## src/rtl/lsq_sched_pkg.sv

```systemverilog
// ============================================================================
// lsq_sched_pkg : shared state encoding, size codes and width defaults for
//                 the LSQ memory scheduler.
// Revision 1.0
// ============================================================================
`default_nettype none

package lsq_sched_pkg;

    typedef enum logic [1:0] {
        S_IDLE = 2'd0,
        S_REQ  = 2'd1,
        S_WAIT = 2'd2
    } sched_state_t;

    localparam logic [1:0] SZ_BYTE = 2'b00;
    localparam logic [1:0] SZ_HALF = 2'b01;
    localparam logic [1:0] SZ_WORD = 2'b10;

    localparam int ADDR_W_DEF       = 32;
    localparam int DATA_W_DEF       = 32;
    localparam int TAG_W_DEF        = 6;
    localparam int ST_HI_WM_DEF     = 4;
    localparam int STARVE_LIMIT_DEF = 8;

endpackage

`default_nettype wire

```

## src/rtl/sched_starve_ctr.sv

```systemverilog
// ============================================================================
// sched_starve_ctr : saturating count of cycles a store was refused, with
//                    synchronous clear and a limit-reached flag.
// Revision 1.0
// ============================================================================
`default_nettype none

module sched_starve_ctr
    import lsq_sched_pkg::*;
#(
    parameter int LIMIT = STARVE_LIMIT_DEF,
    parameter int CNT_W = $clog2(LIMIT + 1)
) (
    input  logic clk,
    input  logic rst,
    input  logic inc,
    input  logic clr,
    output logic full
);

    logic [CNT_W-1:0] cnt;

    always_ff @(posedge clk or negedge rst) begin
        if (!rst) begin
            cnt <= '0;
        end else if (clr) begin
            cnt <= '0;
        end else if (inc && !full) begin
            cnt <= cnt + CNT_W'(1);
        end
    end

    assign full = (cnt >= CNT_W'(LIMIT));

endmodule

`default_nettype wire

```

## src/rtl/lsq_mem_scheduler.sv

```systemverilog
// ============================================================================
// lsq_mem_scheduler : single-outstanding data-memory sequencer for the LSQ.
//                     Optional SCHED_PERF_CNT_EN adds load/store/stall counters.
// Revision 1.0
// ============================================================================
`default_nettype none

module lsq_mem_scheduler
    import lsq_sched_pkg::*;
#(
    parameter int ADDR_W       = ADDR_W_DEF,
    parameter int DATA_W       = DATA_W_DEF,
    parameter int TAG_W        = TAG_W_DEF,
    parameter int ST_HI_WM     = ST_HI_WM_DEF,
    parameter int STARVE_LIMIT = STARVE_LIMIT_DEF
) (
    input  logic              clk,
    input  logic              rst,
`ifdef SCHED_PERF_CNT_EN
    output logic [31:0]       perf_ld_cnt,
    output logic [31:0]       perf_st_cnt,
    output logic [31:0]       perf_stall_cnt,
`endif
    input  logic              ld_valid,
    output logic              ld_ready,
    input  logic [ADDR_W-1:0] ld_addr,
    input  logic [1:0]        ld_size,
    input  logic [TAG_W-1:0]  ld_tag,
    input  logic              st_valid,
    output logic              st_ready,
    input  logic [ADDR_W-1:0] st_addr,
    input  logic [DATA_W-1:0] st_data,
    input  logic [1:0]        st_size,
    input  logic [3:0]        st_pending_cnt,
    input  logic              flush,
    output logic              mem_req,
    output logic              mem_we,
    output logic [ADDR_W-1:0] mem_addr,
    output logic [DATA_W-1:0] mem_wdata,
    output logic [1:0]        mem_size,
    input  logic              mem_gnt,
    input  logic              mem_rvalid,
    input  logic [DATA_W-1:0] mem_rdata,
    output logic              ld_resp_valid,
    output logic [TAG_W-1:0]  ld_resp_tag,
    output logic [DATA_W-1:0] ld_resp_data,
    output logic              st_done,
    output logic              busy
);

    sched_state_t     state_q;
    sched_state_t     state_d;
    logic [TAG_W-1:0] tag_q;
    logic             kill_q;
    logic             starve_full;
    logic             store_pri;
    logic             ld_acc;
    logic             st_acc;
    logic             ld_kill_now;

    sched_starve_ctr #(
        .LIMIT (STARVE_LIMIT)
    ) u_starve (
        .clk  (clk),
        .rst  (rst),
        .inc  (st_valid && !st_acc),
        .clr  (st_acc),
        .full (starve_full)
    );

    assign store_pri   = (st_pending_cnt >= 4'(ST_HI_WM)) || starve_full;
    assign ld_kill_now = flush && !mem_we;

    always_comb begin
        state_d  = state_q;
        ld_ready = 1'b0;
        st_ready = 1'b0;
        ld_acc   = 1'b0;
        st_acc   = 1'b0;
        case (state_q)
            S_IDLE: begin
                // A flushed load is not a competitor, so a lone store still wins.
                st_ready = st_valid && (store_pri || !(ld_valid && !flush));
                ld_ready = ld_valid && !flush && !st_ready;
                ld_acc   = ld_valid && ld_ready;
                st_acc   = st_valid && st_ready;
                if (ld_acc || st_acc) begin
                    state_d = S_REQ;
                end
            end
            S_REQ: begin
                if (mem_gnt) begin
                    state_d = S_WAIT;
                end else if (ld_kill_now) begin
                    state_d = S_IDLE;
                end
            end
            S_WAIT: begin
                if (mem_rvalid) begin
                    state_d = S_IDLE;
                end
            end
            default: state_d = S_IDLE;
        endcase
    end

    always_ff @(posedge clk or negedge rst) begin
        if (!rst) begin
            state_q <= S_IDLE;
        end else begin
            state_q <= state_d;
        end
    end

    always_ff @(posedge clk or negedge rst) begin
        if (!rst) begin
            mem_we        <= 1'b0;
            mem_addr      <= '0;
            mem_wdata     <= '0;
            mem_size      <= 2'b00;
            tag_q         <= '0;
            kill_q        <= 1'b0;
            ld_resp_valid <= 1'b0;
            ld_resp_tag   <= '0;
            ld_resp_data  <= '0;
            st_done       <= 1'b0;
        end else begin
            ld_resp_valid <= 1'b0;
            st_done       <= 1'b0;
            case (state_q)
                S_IDLE: begin
                    if (st_acc) begin
                        mem_we    <= 1'b1;
                        mem_addr  <= st_addr;
                        mem_wdata <= st_data;
                        mem_size  <= st_size;
                    end else if (ld_acc) begin
                        mem_we    <= 1'b0;
                        mem_addr  <= ld_addr;
                        mem_wdata <= '0;
                        mem_size  <= ld_size;
                        tag_q     <= ld_tag;
                    end
                end
                S_REQ: begin
                    // Granted in the flush cycle: the access proceeds, its data is dropped.
                    if (ld_kill_now && mem_gnt) begin
                        kill_q <= 1'b1;
                    end
                end
                S_WAIT: begin
                    if (mem_rvalid) begin
                        kill_q <= 1'b0;
                        if (mem_we) begin
                            st_done <= 1'b1;
                        end else if (!kill_q && !flush) begin
                            ld_resp_valid <= 1'b1;
                            ld_resp_tag   <= tag_q;
                            ld_resp_data  <= mem_rdata;
                        end
                    end else if (ld_kill_now) begin
                        kill_q <= 1'b1;
                    end
                end
                default: ;
            endcase
        end
    end

    assign mem_req = (state_q == S_REQ);
    assign busy    = (state_q != S_IDLE);

`ifdef SCHED_PERF_CNT_EN
    logic ld_complete;
    logic st_complete;
    logic stalled;

    assign ld_complete = (state_q == S_WAIT) && mem_rvalid && !mem_we && !kill_q && !flush;
    assign st_complete = (state_q == S_WAIT) && mem_rvalid && mem_we;
    assign stalled     = (ld_valid || st_valid) && !(ld_acc || st_acc);

    always_ff @(posedge clk or negedge rst) begin
        if (!rst) begin
            perf_ld_cnt    <= '0;
            perf_st_cnt    <= '0;
            perf_stall_cnt <= '0;
        end else begin
            if (ld_complete) perf_ld_cnt    <= perf_ld_cnt + 32'd1;
            if (st_complete) perf_st_cnt    <= perf_st_cnt + 32'd1;
            if (stalled)     perf_stall_cnt <= perf_stall_cnt + 32'd1;
        end
    end
`endif

endmodule

`default_nettype wire

```

## config.mk

```make
export PLATFORM = sky130hd
export DESIGN_NAME = lsq_mem_scheduler
export DESIGN_NICKNAME = d
export VERILOG_FILES = /design/src/rtl/lsq_sched_pkg.sv /design/src/rtl/sched_starve_ctr.sv /design/src/rtl/lsq_mem_scheduler.sv
export SDC_FILE = /design/constraint.sdc
export NUM_CORES = 1
export LEC_CHECK = 0
export ABC_AREA = 1
export CORE_MARGIN = 2
export CORE_UTILIZATION = 44
export DETAILED_ROUTE_END_ITERATION = 16
export GPL_TIMING_DRIVEN = 1
export HOLD_SLACK_MARGIN = 0.15
export PLACE_DENSITY = 0.86
export REMOVE_ABC_BUFFERS = 1
export SYNTH_ARGS = -nofsm -noshare
export SYNTH_HDL_FRONTEND = slang
export SYNTH_SLANG_ARGS = --single-unit
```

## constraint.sdc

```tcl
create_clock -name clk -period 2.7 [get_ports clk]
set_input_delay 0.54 -clock clk [delete_from_list [all_inputs] [get_ports clk]]
set_output_delay 0.54 -clock clk [all_outputs]
set_load 0.1 [all_outputs]
```

==> results.tsv, run 1 <==
metric	value	unit
status	completed	
setup_viol	0	
rr_worst_depth	7	
path_buf_inv	5	
crit_chain	clkdlybuf4s50_1 -> inv_1 -> nor2_4 -> inv_2 -> nor2_2 -> nand2_1 -> inv_2 -> buf_12	
viasPerCell	4.80	
cpMostUsedCell	inv_2	
drive_gt1_share	18.1	%
period_minus_slack	2.51	ns
drt-initial-drc-count	351	
firstDrtPassIters	4	
ys_warn_count	0	
grt_max_degree	44	
holdPathStages	2	
design.final.nets	1098	
crit_path_max_fanout	9	
slowest_delay	0.49	ns
cp.required	2.16	ns
clk_latency	0.40	ns
criticalPathCategory	in2out	
grt_pass1_wl	26.0	mm
wl_per_cell	14.8	um
yosysUniqueCellTypes	23	
drv_slew	0	
cp-start-kind	input port	
hold_violations	0	
cts_tree	yes	
slew_headroom	58.4	%
grtUsageTotal	25.3	%
arrival	1.97	ns
h-tree-depth	4	
grt_setup_unrepaired	false	
diodes	0	
initial_core_util	45.3	%
drv_cap	0	
clock_sinks	120	
hpwl	11.6	mm
hold-path-endpoint	mem_wdata[15]	
pre_cts_ws	0.211	ns
routed_wl	16.3	mm
fp.dieH	115	um
coreArea	12000	um^2
gr-total-overflow	0	
boundaryPins	260	
syn-cell-area	5440	um^2
cp_top_family	buffers and inverters	
synthCells	687	
cts_buffers	17	
io_buffer_count	257	
ys_seq_area_share	55.2	%
fmax	0.399	GHz
final_cell_mix	nand2_1, clkdlybuf4s50_1, buf_4	
ys_ff_latch	120	
tightest_slew	0.623	ns
syn_area_per_cell	7.91	um^2
postRouteAntennaNets	0	
timing.rr.end	mem_wdata[19]	
finalClockSkew	0.00469	ns
gp_congestion	0.808	
synthToLayoutAreaGrowth	58.4	%
min_from	mem_wdata[15]	
antenna_found_initial	0	
fillers	932	
crit_slowest_cell	clkdlybuf4s50_1	
dpl.cell_count	1071	
die-area	13300	um^2
rrSetupSlack	0.86	ns
drcViolationCount	0	
async_flop_share	100	%
cts_root_buffer	clkbuf_16	
postCtsSetupBuffers	0	
vias	5297	
hp-class	reg2reg	
rows	40	
end_kind	output pin	
final_common_cell	nand2_1	
die_x	115	um
fin_crit_sh	92.9	%
setup_slack	0.192	ns
regToRegStartpoint	state_q[0]	
layoutNonFillerInstCount	1104	
yosys_most_used_dff	dfrtp_1	
synth_edf_count	0	
grt_pass1_vias	5239	
clk_pin_slew	0.06	ns
clock_path_buffers	2	
## per-stage QoR
stage,area (um^2),setup TNS (ns),utilization (%),hold slack (ns)
floorplan,5240,-5.53,-,0.244
global placement,7910,0,65.8,0.453
detailed placement,7910,0,65.8,0.460
CTS,8610,0,71.7,0.474
global route,8610,0,71.7,0.490
finish,8610,0,71.7,0.473
## Yosys cell counts (2+ instances only)
cell type	instances	share of area, %
buf_2	16	1.5
buf_4	2	0.28
buf_6	5	1.0
clkbuf_1	12	0.83
dfrtp_1	120	55
ha_1	5	1.2
inv_1	83	5.7
inv_2	7	0.48
nand2_1	337	23
nand3_1	6	0.55
nand4_1	34	3.9
nor2_1	8	0.55
o21ai_0	18	1.7
o21ai_1	25	2.3
## state kept, by name (all words and copies together), names as in the netlist, 2 cells and up
| name | flops |
|---|---|
| ld_resp_data | 32 |
| ld_resp_tag | 6 |
| mem_addr | 32 |
| mem_size | 2 |
| mem_wdata | 32 |
| state_q | 2 |
| tag_q | 6 |
| u_starve.cnt | 4 |
## cell type report
| class | instances | area (um^2) | share of cell area [%] |
|---|---|---|---|
| inverters | 90 | 338 | 3.92 |
| repair buffers | 273 | 2490 | 28.9 |
| flip-flops and latches | 120 | 3000 | 34.9 |
| multi-input cells | 442 | 1900 | 22.1 |
| clock buffers | 19 | 453 | 5.26 |
| well taps | 147 | 184 | 2.14 |
| clock inverters | 13 | 239 | 2.78 |
## layer usage
metal / part of all wire [%] / track usage, %
met1: 40 / 29.8
met4: 1.7 / 7.87
met5: 0 / 0
met2: 51 / 43.6
met3: 7.7 / 8.59
## worst register-to-register path, delay by kind of cell (launching register included)
kind | cells | cell delay [ns]
simple gates | 3 | 0.35
buf+inv | 3 | 0.75
flops | 1 | 0.39
fa+ha+maj | 1 | 0.25
## cells by family after synthesis
| logic type | Yosys count | synth area share (%) |
|---|---|---|
| and+or+nand+nor | 391 | 29.4 |
| buffers and inverters | 125 | 9.83 |
| DFF | 120 | 55.2 |
| AOI/OAI and AO/OA | 44 | 4.05 |
| adders and majority gates | 5 | 1.15 |
| xor gates and xnor gates | 1 | 0.161 |
| muxes | 1 | 0.207 |
## how the worst max path moves through the flow
| stage | start | endpoint | depth (start not counted) |
|---|---|---|---|
| 2_1_floorplan | state_q[0] | st_ready | 4 |
| 3_3_place_gp | ld_valid | ld_ready | 8 |
| 3_5_place_dp | ld_valid | ld_ready | 8 |
| 4_1_cts | ld_valid | ld_ready | 8 |
| 5_1_grt | flush | ld_ready | 7 |
| 6_report | ld_valid | ld_ready | 8 |
## what timing repair did
item,CTS,global route
hold buffers,1,0
gates resized for setup,0,0
endpoints found under the hold margin,41,0
Power of run 1 is not shown: default switching activity piles up to over one toggle a cycle in this logic, so the estimate is an artifact.
==> run 2, diff against run 1 <==
Settings changed: CORE_UTILIZATION 44 to 40, PLACE_DENSITY 0.86 to 0.79.
==> run 2 against run 1 <==
Compared with the run above: utilization decreased by 7.8 points; hold slack got worse by 0.27 ns; non-clock buffer count decreased by 4; die area increased by 9.6%; sequential cell count unchanged; wire length decreased by 5.4%; critical endpoint is now st_ready.
==> results.tsv, run 2 (synthesized netlist as in run 1, its figures left out) <==
metric	value	unit
cp-start-kind	flip-flop	
fp.dieH	121	um
boundaryPins	260	
top_regs	ld_resp_data x32, mem_addr x32, mem_wdata x32	
ctsResizeCount	0	
clk_pin_slew	0.06	ns
clock_path_buffers	2	
setup_slack	0.145	ns
h-tree-depth	4	
crit_chain	inv_1 -> ha_1 -> buf_4 -> nand3_2 -> inv_2 -> buf_12	
fin_tns_setup	0	ns
gr-total-overflow	0	
postCtsSetupBuffers	0	
routed_wl	15.4	mm
gp_congestion	0.769	
drt-initial-drc-count	276	
clock_sinks	120	
period_minus_slack	2.56	ns
pre_cts_ws	0.228	ns
finalClockSkew	0.00682	ns
antenna_found_initial	0	
vias	5153	
regToRegStartpoint	state_q[0]	
coreArea	13200	um^2
slowest_delay	0.40	ns
crit_slowest_cell	dfrtp_1	
rows	42	
cts_buffers	17	
drv_slew	0	
criticalPathCategory	reg2out	
wl_per_cell	13.7	um
cts_tree	yes	
hold_violations	0	
tightest_slew	0.667	ns
cp.required	2.16	ns
status	completed	
worstSetupStartpoint	state_q[0]	
grt_max_degree	121	
design.final.nets	1094	
end_kind	output pin	
crit_path_max_fanout	36	
synthToLayoutAreaGrowth	55.6	%
fmax	0.391	GHz
die-area	14500	um^2
grt_pass1_wl	24.9	mm
cp_top_family	buffers and inverters	
fin_crit_sh	94.6	%
initial_core_util	41.0	%
io_buffer_count	257	
firstDrtPassIters	4	
grt_setup_unrepaired	false	
postRouteAntennaNets	0	
final_common_cell	nand2_1	
rrSetupSlack	0.62	ns
place_area	7920	um^2
drcViolationCount	0	
grt_pass1_vias	5037	
diodes	0	
viasPerCell	4.56	
drv_cap	0	
clk_latency	0.41	ns
hp-class	in2async	
slew_headroom	55.5	%
drive_gt1_share	17.6	%
holdBufCountCts	0	
cts_root_buffer	clkbuf_16	
final_cell_mix	nand2_1, clkdlybuf4s50_1, dfrtp_1	
arrival	2.02	ns
hpwl	10.9	mm
die_x	121	um
path_buf_inv	4	
grtUsageTotal	21.9	%
setup_viol	0	
stdcell_area	8460	um^2
[run 2: metal layers]
metal / up-vias / track usage, % / part of all wire (%)
met3: 25 / 8.40 / 9.0
met2: 211 / 36.4 / 48
li1: 2593 / - / -
met1: 2324 / 25.4 / 41
met4: 0 / 8.65 / 2.2
met5: - / 0 / 0
[run 2: path summary, 6_finish.rpt]
| path | endpoint | cells after the start |
|---|---|---|
| min in group clk | ld_resp_tag[2] | 2 |
| hold / removal | ld_resp_data[9] | 2 |
| setup / recovery | st_ready | 6 |
| setup reg to reg | mem_wdata[13] | 8 |
| hold reg to reg | ld_resp_tag[2] | 2 |
| max in group asynchronous | mem_addr[31] | 2 |
[run 2: final cells by class]
class	count	area, um^2
multi-input combinational	442	1900
tap	176	220
fill	1191	4780
clock buffer	19	433
clock inverter	13	106
timing repair buffer	269	2460
inverter	90	338
sequential	120	3000
[run 2: stage by stage]
| stage | hold slack, ns | utilization [%] | std cells |
|---|---|---|---|
| finish | 0.201 | 63.9 | 1129 |
| global placement | 0.454 | 59.8 | 1097 |
| detailed placement | 0.463 | 59.8 | 1097 |
| CTS | 0.259 | 63.9 | 1129 |
| floorplan | 0.244 | - | 652 |
| global route | 0.251 | 63.9 | 1129 |
Power of run 2 is left out for the same reason.
==> run 3, diff against run 2 <==
Settings changed: ABC_CLOCK_PERIOD_IN_PS from default to 2700.
==> results of run 3 <==
Final layout, timing and power as in run 2 (identical DEF).
Power of run 3 is left out for the same reason.
